**src/rtl/uart_boot_ctrl.sv**
```systemverilog
// UART image loader: received bytes are packed into words and written to RAM at boot,
// then a scan_memory edge reads the RAM back out over tx word by word.
module uart_boot_ctrl #(
    parameter int CLKS_PER_BIT = 868,
    parameter int ADDR_W       = 8,
    parameter int DATA_W       = 8
) (
    input  logic              clk,
    input  logic              rst_n,
    input  logic              ce,
    input  logic              rx,
    output logic              tx,
    input  logic              scan_memory,
    output logic              boot,
    input  logic [DATA_W-1:0] ram_out,
    output logic [DATA_W-1:0] ram_in,
    output logic [ADDR_W-1:0] ram_adr,
    output logic              ram_rw,
    output logic              ram_enable,
    output logic              frame_err
);
    localparam int BYTES = DATA_W / 8;
    localparam int CNT_W = (CLKS_PER_BIT > 1) ? $clog2(CLKS_PER_BIT) : 1;
    localparam int BC_W  = (BYTES > 1) ? $clog2(BYTES) : 1;
    localparam logic [CNT_W-1:0] LAST    = CNT_W'(CLKS_PER_BIT - 1);
    localparam logic [CNT_W-1:0] HALF_M1 = CNT_W'(CLKS_PER_BIT / 2 - 1);
    localparam logic [BC_W-1:0]  LAST_BYTE = BC_W'(BYTES - 1);

    typedef enum logic [1:0] {R_IDLE, R_START, R_DATA, R_STOP} rx_state_t;
    typedef enum logic [2:0] {BOOT, IDLE, SCAN_RD, SCAN_WAIT, SCAN_TX} state_t;

    rx_state_t         rx_state;
    logic              rx_meta, rx_sync, rx_last;
    logic [CNT_W-1:0]  rx_cnt;
    logic [2:0]        rx_bits;
    logic [7:0]        rx_shift;
    logic              rx_vld;

    state_t            state;
    logic [ADDR_W-1:0] index;
    logic [DATA_W-1:0] acc, acc_next;
    logic [BC_W-1:0]   bcnt;
    logic              scan_prev;
    logic [DATA_W-1:0] tx_word;
    logic [CNT_W-1:0]  tx_cnt;
    logic [3:0]        tx_bit;
    logic [BC_W-1:0]   tx_byte;

    // New byte enters at the top so the first byte ends up in the low lane.
    assign acc_next = (acc >> 8) | (DATA_W'(rx_shift) << (DATA_W - 8));

    always_ff @(posedge clk) begin
        if (!rst_n) begin
            rx_meta   <= 1'b1;
            rx_sync   <= 1'b1;
            rx_last   <= 1'b1;
            rx_state  <= R_IDLE;
            rx_cnt    <= '0;
            rx_bits   <= '0;
            rx_shift  <= '0;
            rx_vld    <= 1'b0;
            frame_err <= 1'b0;
        end else if (ce) begin
            rx_meta <= rx;
            rx_sync <= rx_meta;
            rx_last <= rx_sync;
            rx_vld  <= 1'b0;
            case (rx_state)
                R_IDLE: begin
                    if (rx_last && !rx_sync) begin
                        rx_state <= R_START;
                        rx_cnt   <= '0;
                    end
                end
                R_START: begin
                    if (rx_cnt == HALF_M1) begin
                        rx_cnt   <= '0;
                        rx_bits  <= '0;
                        rx_state <= rx_sync ? R_IDLE : R_DATA;
                    end else begin
                        rx_cnt <= rx_cnt + 1'b1;
                    end
                end
                R_DATA: begin
                    if (rx_cnt == LAST) begin
                        rx_cnt   <= '0;
                        rx_shift <= {rx_sync, rx_shift[7:1]};
                        rx_bits  <= rx_bits + 1'b1;
                        if (rx_bits == 3'd7) rx_state <= R_STOP;
                    end else begin
                        rx_cnt <= rx_cnt + 1'b1;
                    end
                end
                R_STOP: begin
                    if (rx_cnt == LAST) begin
                        rx_cnt   <= '0;
                        rx_state <= R_IDLE;
                        if (rx_sync) rx_vld    <= 1'b1;
                        else         frame_err <= 1'b1;
                    end else begin
                        rx_cnt <= rx_cnt + 1'b1;
                    end
                end
                default: rx_state <= R_IDLE;
            endcase
        end
    end

    always_ff @(posedge clk) begin
        if (!rst_n) begin
            state      <= BOOT;
            boot       <= 1'b1;
            tx         <= 1'b1;
            ram_enable <= 1'b0;
            ram_rw     <= 1'b0;
            ram_adr    <= '0;
            ram_in     <= '0;
            index      <= '0;
            acc        <= '0;
            bcnt       <= '0;
            scan_prev  <= 1'b0;
            tx_word    <= '0;
            tx_cnt     <= '0;
            tx_bit     <= '0;
            tx_byte    <= '0;
        end else if (ce) begin
            scan_prev  <= scan_memory;
            ram_enable <= 1'b0;
            ram_rw     <= 1'b0;
            case (state)
                BOOT: begin
                    // Leave one cycle after the final write is on the bus.
                    if (ram_enable && ram_rw && ram_adr == '1) begin
                        state <= IDLE;
                        boot  <= 1'b0;
                    end
                    if (rx_vld) begin
                        if (bcnt == LAST_BYTE) begin
                            bcnt       <= '0;
                            ram_enable <= 1'b1;
                            ram_rw     <= 1'b1;
                            ram_adr    <= index;
                            ram_in     <= acc_next;
                            index      <= index + 1'b1;
                        end else begin
                            bcnt <= bcnt + 1'b1;
                            acc  <= acc_next;
                        end
                    end
                end
                IDLE: begin
                    if (scan_memory && !scan_prev) begin
                        state      <= SCAN_RD;
                        ram_enable <= 1'b1;
                        ram_adr    <= index;
                    end
                end
                SCAN_RD: state <= SCAN_WAIT;
                SCAN_WAIT: begin
                    tx_word <= ram_out;
                    tx      <= 1'b0;
                    tx_cnt  <= '0;
                    tx_bit  <= '0;
                    tx_byte <= '0;
                    state   <= SCAN_TX;
                end
                SCAN_TX: begin
                    if (tx_cnt == LAST) begin
                        tx_cnt <= '0;
                        if (tx_bit == 4'd9) begin
                            if (tx_byte == LAST_BYTE) begin
                                tx <= 1'b1;
                                if (index == '1) begin
                                    index <= '0;
                                    state <= IDLE;
                                end else begin
                                    index      <= index + 1'b1;
                                    ram_adr    <= index + 1'b1;
                                    ram_enable <= 1'b1;
                                    state      <= SCAN_RD;
                                end
                            end else begin
                                tx_byte <= tx_byte + 1'b1;
                                tx_bit  <= '0;
                                tx      <= 1'b0;
                                tx_word <= tx_word >> 8;
                            end
                        end else begin
                            tx_bit <= tx_bit + 1'b1;
                            tx     <= (tx_bit == 4'd8) ? 1'b1 : tx_word[tx_bit[2:0]];
                        end
                    end else begin
                        tx_cnt <= tx_cnt + 1'b1;
                    end
                end
                default: state <= BOOT;
            endcase
        end
    end
endmodule

```
**config.mk**
```make
export PLATFORM = sky130hd
export DESIGN_NAME = uart_boot_ctrl
export DESIGN_NICKNAME = d
export VERILOG_FILES = /design/src/rtl/uart_boot_ctrl.sv
export SDC_FILE = /design/constraint.sdc
export NUM_CORES = 1
export LEC_CHECK = 0
export CAP_MARGIN = 10
export CORE_MARGIN = 8
export CORE_UTILIZATION = 58
export CTS_BUF_LIST = sky130_fd_sc_hd__clkbuf_16
export CTS_CLUSTER_SIZE = 8
export DETAILED_ROUTE_END_ITERATION = 16
export GPL_TIMING_DRIVEN = 1
export PLACE_DENSITY = 0.8
export SLEW_MARGIN = 20
export SYNTH_ARGS = -nofsm -noshare
export SYNTH_HDL_FRONTEND = slang
export SYNTH_SLANG_ARGS = --single-unit
export TNS_END_PERCENT = 10
```
**constraint.sdc**
```tcl
create_clock -name clk -period 2.65 [get_ports clk]
set_clock_uncertainty 0.15 [all_clocks]
set_input_delay 0.265 -clock clk [delete_from_list [all_inputs] [get_ports clk]]
set_output_delay 0.265 -clock clk [all_outputs]
set_load 0.005 [all_outputs]
```
* Yosys cells after proc, flatten, opt, wreduce, memory -nomap -nowiden
Cells that the tools add are included.
** Storage, ports and cells
- Register bits :: 84
- Input port bits :: 13
- Output and inout bits :: 21
- Word-level logic and storage cells :: 162
** Operators by class
- $add $sub $neg :: 7
- Magnitude comparators :: 1
- Equality and inequality tests :: 30
- Mux-type cells :: 70
- Bitwise logic cells :: 2
- Reduce and logical (&&, ||, !) cells :: 29
** Operator list (count)
- 8-bit 2-to-1 mux :: 16
- 10-bit 2-to-1 mux :: 4
- 8-bit one-hot mux with 2 select lines :: 2
- 10-bit one-hot mux with 3 select lines :: 1
- 2-bit != test (second input constant) :: 14
- 8-bit one-hot mux with 3 select lines :: 1
- 3-bit 2-to-1 mux :: 7
- 10-bit by 1-bit adder with 10-bit output (second input constant) :: 2
- 10-bit equality test (second input constant) :: 2
- 1-bit 2-to-1 mux :: 20
- 10-bit one-hot mux with 2 select lines :: 1
- 4-bit AND reduction :: 5
- 8-bit equality test (second input constant) :: 2
- 3-bit one-hot mux with 5 select lines :: 1
- 2-bit 2-to-1 mux :: 7
- 4-bit 2-to-1 mux :: 3
- 3-bit AND reduction :: 4
- 6-bit AND reduction :: 2
- 10-bit by 9-bit equality test with 1-bit output (second input constant) :: 1
- 9-bit AND reduction :: 1
- 8-bit by 1-bit adder with 8-bit output (second input constant) :: 1
- 4-bit equality test (second input constant) :: 2
- 2-bit one-hot mux with 4 select lines :: 1
- 4-bit one-hot mux with 2 select lines :: 1
- 25 further kinds :: 38

* Depth between registers and ports, before layout
Gate-level depths: netlist of run 1.
- Depth in word-level cells :: 6
- Mapped depth :: 8
- Depth with buffers taken out :: 7

* Worst setup path before layout of run 1
Ideal clock, no wire load.
- Path kind :: register -> register
- Start point :: register index[0]
- End point :: register ram_enable
- Setup time :: 0.128 ns
- Data arrival time :: 1.823 ns
- Required time :: 2.372 ns
- Slack :: 0.549 ns
- Cell stages (with the launch flop) :: 9
- Buffers on the path :: 2
- Period minus slack after synthesis :: 2.101 ns
- Cell sequence :: dfxtp_1 > ha_1 > nand4_1 > or3_1 > o211a_1 > buf_2 > buf_4 > a21oi_1 > nor2_1
** On the way
- Longest elaborated chain between the ends :: 6
** Ends and longest elaborated chain
- start, declared :: RTL line 40 : logic [ADDR_W-1:0] index;
- start signal, assigned :: RTL line 144 : index <= index + 1'b1;
- start signal, assigned :: RTL line 177 : index <= index + 1'b1;
- 8-bit equality test :: RTL line 173 : if (index == '1) begin
- 1-bit 2-to-1 mux :: RTL line 173
- 1-bit 2-to-1 mux :: RTL line 171 : if (tx_byte == LAST_BYTE) begin
- 1-bit 2-to-1 mux :: RTL line 170 : if (tx_bit == 4'd9) begin
- 1-bit 2-to-1 mux :: RTL line 168 : if (tx_cnt == LAST) begin
- 1-bit one-hot mux with 3 select lines :: RTL line 130 : case (state)
- end signal, assigned :: RTL line 128 : ram_enable <= 1'b0;
- end signal, assigned :: RTL line 140 : ram_enable <= 1'b1;
- end signal, assigned :: RTL line 179 : ram_enable <= 1'b1;
- end, declared :: RTL line 19 : output logic ram_enable,
Every way passes these cells.
A chain may end at the register's enable or synchronous reset.

* Worst setup path after layout of run 1
- Start point :: register tx_cnt[0]
- End point :: register index[7]
** On the way
- Longest elaborated chain between the ends :: 3
** Ends and longest elaborated chain
- start, declared :: RTL line 45 : logic [CNT_W-1:0] tx_cnt;
- start signal, assigned :: RTL line 193 : tx_cnt <= tx_cnt + 1'b1;
- 10-bit equality test :: RTL line 168
- 2-bit != test (no source line)
- 7-bit AND reduction (no source line)
Every way passes these cells.

==> metrics.cfg, run 1 <==
[layout]
fin_cells = 581
final_area_sq_mm = 0.00468
fillers = 541
antenna_cells = 0
syn_to_final_growth_pct = 16.7
nNetsFinal = 515
drive_gt1_frac = 0.0719

[setup_path]
path_depth = 6
slowest_stage = or4_1
startpoint_type = flip-flop
arrival_ns = 2.45
end_kind = flip-flop
path_max_fanout = 8
cpLargestDelayFamily = simple AND/OR/NAND/NOR gates
cp_cell_sequence = ha_1 -> nand4bb_1 -> nor4_2 -> o21ai_1 -> or4_1 -> o211a_1
worstPathRequired_ns = 2.72
cp_num_buf_inv = 0
rr_worst_depth = 6
max_stage_delay_ns = 0.57
critPathKind = flip-flop to flip-flop

[timing]
relSlewSlack = 0.600
fmax_ghz = 0.420
finalSetupViolCount = 0
tns_ns = 0
tightest_slew_ns = 0.591
fin_crit_sh = 0.899
finalCriticalPeriod_ns = 2.38
slew_viol_final = 0
layout_setup_ws_ns = 0.267
grt_setup_unrepaired = false
hold_violations = 0

[logic_synthesis]
ys_seq_elements = 82
synth.cell_area_sq_mm = 0.00401
yosys.cell_count.top_type = dfxtp_1
synth_top_area_cell = dfxtp_1
synth_cell_types = 63
ys_seq_area_frac = 0.410
synth.avg_cell_area_sq_um = 8.47
ys.flop_type = dfxtp_1
synth_common_cells = dfxtp_1 (82), nor2_1 (60), nand2_1 (47)
synth_top_area_frac = 0.410
synth_area_leaders = dfxtp_1 (41%), mux2i_1 (6.0%), nor2_1 (5.6%)
ys.warnings.count = 0
synthArstFlopShare = 0
synth_edf_count = 0
syn_inst = 473
syn_nets = 492

[grt]
gr-usage-all-layers = 0.179
grt_max_degree = 40
grt_pass1_vias = 3326
grt_pass1_wl_microns = 14600
use_met2 = 0.292
grt_overflow = 0
use_met3 = 0.0440
busiest_layer = met2
antenna_found_initial = 0
grtUsageMet1 = 0.216

[worst_hold_path]
hold_path.class = flip-flop to flip-flop
whs_path_depth = 2

[die]
row_count = 30
fp.dieW_microns = 99.1
start_util = 0.593
core-area_sq_mm = 0.00676
ios = 34
die-height_microns = 99.1
die-area_sq_mm = 0.00983

[cts]
clk_latency_ns = 0.33
numCtsBuffers = 9
cts_root_buf = clkbuf_16
cts_resized = 0
clk_transition_reported_paths_ns = 0.06
postCtsSetupRepairBufs = 0
cts.sinks = 82
ctsLongestPathBuffers = 2
holdBufCountCts = 0
tritoncts = built
cts.htree.levels = 3

[routing]
drt_pass1_iterations = 4
drt_iter0_drc = 201
wl_microns = 8430
drc = 0
wl_per_cell_microns = 14.5
ant_nets = 0
num_vias = 3459
viasPerCell = 5.95

[power_and_ir_drop]
power.total_mw = 2.55
total_leakage_power_nw = 1.68
peakVddDrop_mv = 0.464
powerDensity_mw_per_mm2 = 546

[place]
placed_cells = 565
pre_cts_slack_ns = 0.163
portBuffers = 33
place_area_sq_mm = 0.00438
dp_hpwl_microns = 5940
globalplace.congestion = 0.890

[flow_run]
maxCapViolCount = 0

[run_status]
status = finished clean

report_power, final:
| group | internal (mW) | switching (mW) | leakage [nW] | total (mW) |
|---|---|---|---|---|
| sequential | 1.24 | 0.00437 | 0.661 | 1.24 |
| clock | 0.734 | 0.502 | 0.140 | 1.24 |
| combinational | 0.0324 | 0.0444 | 0.875 | 0.0768 |
| total | 2.00 | 0.551 | 1.68 | 2.55 |
final timing paths:
path / slack [ns] / startpoint / end
worst max-delay path: 0.27 / tx_cnt[0]$_SDFFE_PN0P_ / index[7]$_SDFFE_PN0P_
worst min-delay path: 0.30 / tx_word[3]$_SDFFE_PN0P_ / tx_word[3]$_SDFFE_PN0P_
worst min register to register: 0.30 / tx_word[3]$_SDFFE_PN0P_ / tx_word[3]$_SDFFE_PN0P_
worst max register to register: 0.27 / tx_cnt[0]$_SDFFE_PN0P_ / index[7]$_SDFFE_PN0P_
final cells by class:
type / instances / area (sq um) / area share
Clock inverter: 7 / 75.1 / 0.0160
Sequential cell: 82 / 1640 / 0.351
Inverter: 9 / 33.8 / 0.00722
Multi-Input combinational cell: 351 / 2200 / 0.470
Clock buffer: 9 / 225 / 0.0481
Timing Repair Buffer: 43 / 405 / 0.0867
Tap cell: 80 / 100 / 0.0214
routing by layer:
metal	up-vias	wire length [microns]
met5	-	0
met4	0	181
met3	17	437
met2	85	3900
met1	1613	3910
li1	1744	-
cell usage in the layout (no fill, tap or decap), types with 4 or more instances in the layout:
| master | synthesis | final |
|---|---|---|
| nand2b_1 | 6 | 6 |
| and2_1 | 4 | 4 |
| dfxtp_1 | 82 | 82 |
| inv_1 | 9 | 8 |
| xor2_1 | 7 | 7 |
| ha_1 | 6 | 6 |
| nor2_1 | 60 | 60 |
| or3b_1 | 4 | 4 |
| and3_1 | 4 | 4 |
| buf_4 | 1 | 10 |
| o31ai_1 | 5 | 5 |
| clkdlybuf4s50_1 | 0 | 33 |
| or4_1 | 7 | 7 |
| o21ai_0 | 8 | 8 |
| a211oi_1 | 9 | 9 |
| nand4_1 | 9 | 9 |
| nand3_1 | 28 | 28 |
| o211ai_1 | 4 | 4 |
| a31oi_1 | 7 | 7 |
| or3_1 | 10 | 10 |
| nor2b_1 | 5 | 5 |
| nand2_1 | 47 | 47 |
| a21oi_1 | 33 | 33 |
| mux2i_1 | 24 | 24 |
| xnor2_1 | 10 | 10 |
| nor3_1 | 6 | 6 |
| clkbuf_16 | 0 | 9 |
sequential cells by signal (all words and copies together) (netlist names), named ones only:
name / count
acc_next: 8
ram_enable: 1
ram_adr: 8
tx_cnt: 10
boot: 1
rx_sync: 1
rx_vld: 1
tx: 1
frame_err: 1
index: 8
rx_last: 1
tx_word: 8
scan_prev: 1
ram_in: 8
rx_cnt: 10
rx_bits: 3
state: 3
ram_rw: 1
rx_state: 1
rx_meta: 1
tx_bit: 4
through the flow:
stage,util,hold WS (ns)
2_1_floorplan,-,0.243
3_3_place_gp,0.648,0.284
3_5_place_dp,0.648,0.295
4_1_cts,0.692,0.302
5_1_grt,0.692,0.319
6_report,0.692,0.301
logic make-up after synthesis:
logic type / Yosys count / share of synthesized area
XOR/XNOR: 17 / 0.0372
buffers and inverters: 40 / 0.0421
multiplexers: 27 / 0.0740
adder cells (fa/ha/maj): 6 / 0.0187
AND/OR/NAND/NOR: 213 / 0.277
AO/OA/AOI/OAI: 88 / 0.142
flip-flops: 82 / 0.410
worst min-delay path: cells and delay by family, from the launching register on:
family,cells,cell delay [ns]
flops,1,0.31
compound gates,1,0.05
simple gates,1,0.05
Note: power is estimated with default switching activity, not from simulation.
==> inputs of run 2 (changes only) <==
--- a/config.mk
+++ b/config.mk
@@ -12,7 +12,8 @@
 export CTS_CLUSTER_SIZE = 8
 export DETAILED_ROUTE_END_ITERATION = 16
 export GPL_TIMING_DRIVEN = 1
-export PLACE_DENSITY = 0.8
+export PLACE_DENSITY_LB_ADDON = 0.3
+export SETUP_SLACK_MARGIN = 0.4
 export SLEW_MARGIN = 20
 export SYNTH_ARGS = -nofsm -noshare
 export SYNTH_HDL_FRONTEND = slang
==> run 2 against run 1 <==
Compared with the run above: worst hold slack is essentially flat; final cell count increased by 1.0%; clock power is 9% higher; combinational power increased by 0.9%; non-clock buffer count grew 6.
==> metrics.cfg, run 2 (synthesis gave the netlist of run 1 again) <==
[grt]
grt_pass1_vias = 3405
grt_overflow = 0
gr-usage-all-layers = 0.189
antenna_found_initial = 0
grt_max_degree = 40
grt_pass1_wl_microns = 15400

[setup_path]
cp_cell_sequence = ha_1 -> and4bb_1 -> and2_1 -> a311o_2 -> or4_1 -> o21ai_1
crit_end = rx_cnt[9]$_SDFFE_PN0P_
max_stage_delay_ns = 0.49
arrival_ns = 2.35
startpoint = rx_cnt[0]$_SDFFE_PN0P_
r2r_end = rx_cnt[9]$_SDFFE_PN0P_
timing.rr.start = rx_cnt[0]$_SDFFE_PN0P_
r2r_setup_slack_ns = 0.42
startpoint_type = flip-flop
worstPathRequired_ns = 2.78
end_kind = flip-flop
slowest_stage = or4_1
rr_worst_depth = 6
critPathKind = flip-flop to flip-flop
path_max_fanout = 9

[cts]
tritoncts = built
cts_root_buf = clkbuf_16
cts.htree.levels = 3
clk_latency_ns = 0.34
numCtsBuffers = 9
cts.sinks = 82
clk_transition_reported_paths_ns = 0.07
ctsLongestPathBuffers = 2
holdBufCountCts = 0

[die]
ios = 34
fp.dieW_microns = 99.1
die-area_sq_mm = 0.00983
row_count = 30
die-height_microns = 99.1
start_util = 0.593
core-area_sq_mm = 0.00676

[layout]
syn_to_final_growth_pct = 20.4
antenna_cells = 0
finalCoreUtilization = 0.714
nNetsFinal = 521
top_regs = rx_cnt: 10 flops, tx_cnt: 10 flops
drive_gt1_frac = 0.103
fin_cells = 587
final_cell_mix = dfxtp_1 (79), nor2_1 (60), nand2_1 (47), a21oi_1 (33), clkdlybuf4s50_1 (33)
layout_commonest_cell = dfxtp_1

[timing]
slew_viol_final = 0
finalCriticalPeriod_ns = 2.23
holdWs_ns = 0.301
fin_crit_sh = 0.840
relSlewSlack = 0.570
hold_violations = 0
finalSetupViolCount = 0
fmax_ghz = 0.449
tightest_slew_ns = 0.641
tns_ns = 0
grt_setup_unrepaired = true

[power_and_ir_drop]
total_leakage_power_nw = 1.73
powerDensity_mw_per_mm2 = 554
peakVddDrop_mv = 0.433
power.total_mw = 2.67

[routing]
num_vias = 3508
wl_per_cell_microns = 15.2
ant_nets = 0
viasPerCell = 5.98
drt_pass1_iterations = 4
dr_wl_met3_microns = 423
highest_layer = met4
wl_met1_microns = 4160
drt_iter0_drc = 238
wl_microns = 8940
drc = 0
wl_met2_microns = 4110

[worst_hold_path]
hold_path.class = flip-flop to flip-flop

[place]
dp_hpwl_microns = 6180
portBuffers = 33
globalplace.congestion = 0.897
placed_cells = 569

[flow_run]
maxCapViolCount = 0

[run_status]
status = finished clean

[run 2: timing repair]
| action | 4_1_cts | 5_1_grt |
|---|---|---|
| pin swaps | 1 | 1 |
| buffers inserted | 1 | 1 |
| gates resized for setup | 4 | 9 |
| endpoints found under the setup margin | 10 | 35 |
[run 2: critical path: cells and delay by family, from the launching register on]
kind | cells | cell delay (ns)
AOI/OAI and AO/OA | 2 | 0.52
DFF | 1 | 0.34
adders and majority gates | 1 | 0.24
and+or+nand+nor | 3 | 0.92
[run 2: how the worst min path moves through the flow]
stage                                    to                     from  depth (start not counted)  slack (ns)
detailed placement   frame_err$_SDFFE_PN0P_   frame_err$_SDFFE_PN0P_                          2        0.29
floorplan              rx_meta$_SDFFE_PN1P_                       rx                          2        0.24
finish               frame_err$_SDFFE_PN0P_   frame_err$_SDFFE_PN0P_                          2        0.30
global route        tx_word[3]$_SDFFE_PN0P_  tx_word[3]$_SDFFE_PN0P_                          2        0.33
global placement     frame_err$_SDFFE_PN0P_   frame_err$_SDFFE_PN0P_                          2        0.28
CTS                 tx_word[5]$_SDFFE_PN0P_  tx_word[5]$_SDFFE_PN0P_                          2        0.30
[run 2: cell type report]
class	instances	area [sq um]
sequential	82	1650
multi-input combinational	351	2270
timing repair buffer	49	450
clock inverter	7	101
fill	488	1930
clock buffer	9	225
tap	80	100
inverter	9	33.8
[run 2: where the power goes]
group	leakage (nW)	internal, mW	switching [mW]
sequential	0.662	1.24	0.00456
combinational	0.915	0.0324	0.0451
clock	0.153	0.833	0.519
total	1.73	2.10	0.569
[run 2: through the flow]
stage	setup slack, ns	instance area [sq um]
finish	0.424	4820
detailed placement	0.144	4410
global placement	0.260	4410
global route	0.323	4820
floorplan	0.549	4010
CTS	0.362	4760
[run 2: layer usage]
layer	vias to the layer above	GRT usage
met2	79	0.296
met4	0	0.0943
met1	1653	0.238
li1	1754	-
met5	-	0
met3	22	0.0440
==> inputs of run 3 (changes only) <==
==> constraint.sdc (replaced) <==
create_clock -name clk -period 2.19 [get_ports clk]
set_clock_uncertainty 0.15 [all_clocks]
set_input_delay 0.219 -clock clk [delete_from_list [all_inputs] [get_ports clk]]
set_output_delay 0.219 -clock clk [all_outputs]
set_load 0.005 [all_outputs]
==> run 3 against run 2 <==
Compared with the run above: power grew 12%; fmax is 5.0% higher; critical path type unchanged; via count increased by 7.1%; largest power group is now registers; count of clock-buffer cells in the layout stayed put; register-to-register slack worse by 0.35 ns; global-route usage increased by 0.23 points; first-iteration DRC count grew 5.9%; die area is the same; flip-flop and latch count stayed put; sequential share of layout area is 1.8 points lower.
==> metrics.cfg, run 3 (synthesis gave the netlist of run 1 again) <==
[cts]
cts.sinks = 82
holdBufCountCts = 0
clk_transition_reported_paths_ns = 0.06
numCtsBuffers = 9
cts_root_buf = clkbuf_16
cts.htree.levels = 3
tritoncts = built
clk_latency_ns = 0.33
ctsLongestPathBuffers = 2

[layout]
multi_input_area_sq_mm = 0.00235
drive_gt1_frac = 0.193
fillers = 485
nNetsFinal = 553
final_cell_mix = dfxtp_1 (75), nor2_1 (60), nand2_1 (46), buf_4 (42), clkdlybuf4s50_1 (33)
regArea_sq_mm = 0.00166
finalCoreUtilization = 0.762
syn_to_final_growth_pct = 28.4
top_regs = rx_cnt: 10 flops, tx_cnt: 10 flops
antenna_cells = 0
layout_commonest_cell = dfxtp_1

[grt]
grt_max_degree = 40
gr-usage-all-layers = 0.191
grt_pass1_wl_microns = 15700
antenna_found_initial = 0
busiest_layer = met2
grtUsageMet1 = 0.233
use_met2 = 0.313
use_met3 = 0.0419
grt_overflow = 0
grt_pass1_vias = 3432

[die]
start_util = 0.593
ios = 34
row_count = 30
die-height_microns = 99.1
core-area_sq_mm = 0.00676
die-area_sq_mm = 0.00983
fp.dieW_microns = 99.1

[setup_path]
rr_worst_depth = 7
end_kind = flip-flop
path_max_fanout = 8
critPathKind = flip-flop to flip-flop
arrival_ns = 2.21
timing.rr.start = tx_cnt[4]$_SDFFE_PN0P_
startpoint = tx_cnt[4]$_SDFFE_PN0P_
startpoint_type = flip-flop
worstPathRequired_ns = 2.28

[routing]
drt_pass1_iterations = 5
drt_iter0_drc = 252
num_vias = 3758
ant_nets = 0
wl_microns = 9860
viasPerCell = 6.08
drc = 0
wl_per_cell_microns = 16.0

[timing]
fin_crit_sh = 0.968
holdWs_ns = 0.298
finalSetupViolCount = 0
tns_ns = 0
grt_setup_unrepaired = true
slew_viol_final = 0
relSlewSlack = 0.648
hold_violations = 0
finalCriticalPeriod_ns = 2.12
fmax_ghz = 0.472
tightest_slew_ns = 0.523

[place]
portBuffers = 33
globalplace.congestion = 0.878
dp_hpwl_microns = 6310

[run_status]
status = finished clean

[worst_hold_path]
hold_path.class = flip-flop to flip-flop
whs_path_depth = 2
worstHoldStart = tx_word[7]$_SDFFE_PN0P_

[power_and_ir_drop]
peakVddDrop_mv = 0.480
powerDensity_mw_per_mm2 = 580
total_leakage_power_nw = 1.90

[flow_run]
maxCapViolCount = 0

run 3: worst paths after layout:
path | to | slack (ns)
worst max register to register | ram_adr[5]$_SDFFE_PN0P_ | 0.07
worst max-delay path | ram_adr[5]$_SDFFE_PN0P_ | 0.07
worst min-delay path | tx_word[7]$_SDFFE_PN0P_ | 0.30
worst min register to register | tx_word[7]$_SDFFE_PN0P_ | 0.30
run 3: repair_timing:
action,CTS,global route
pin swaps,4,7
cloned,0,2
resized for setup,8,21
buffers inserted,2,12
endpoints found under the setup margin,54,59
hold endpoints to repair,0,0
run 3: through the flow:
step	power, mW	instance area, sq um	worst slack (ns)	instances
2_1_floorplan	1.58	4080	0.227	473
3_3_place_gp	1.63	4620	0.0143	587
3_5_place_dp	1.64	4620	-0.0222	587
4_1_cts	3.00	4940	0.0844	604
5_1_grt	3.06	5150	0.0321	618
6_report	2.99	5150	0.0700	618
run 3: metal layers:
metal  vias up  part of all wire
met3        24             0.064
met2       133              0.48
met5         -                 0
met1      1772              0.44
met4         0             0.020
li1       1829                 -
run 3: report_power, final:
| part | leakage (nW) | internal (mW) | total (mW) | switching, mW |
|---|---|---|---|---|
| Sequential | 0.666 | 1.49 | 1.49 | 0.00358 |
| Combinational | 1.10 | 0.0495 | 0.113 | 0.0637 |
| Clock | 0.136 | 0.766 | 1.38 | 0.613 |
run 3: final cells by class:
class	instances	share of cell area
Clock buffer	9	0.0438
Clock inverter	6	0.00827
Inverter	9	0.00656
Multi-Input combinational cell	352	0.457
Sequential cell	82	0.323
Tap cell	80	0.0195
Timing Repair Buffer	80	0.142
run 3: critical path, stage by stage, from the launching register on:
cell and delay (ns):
dfxtp_2 0.33, or3b_4 0.42, nor4_4 0.34, buf_4 0.19
o211a_4 0.20, buf_12 0.12, nor2_1 0.04, a211oi_1 0.24
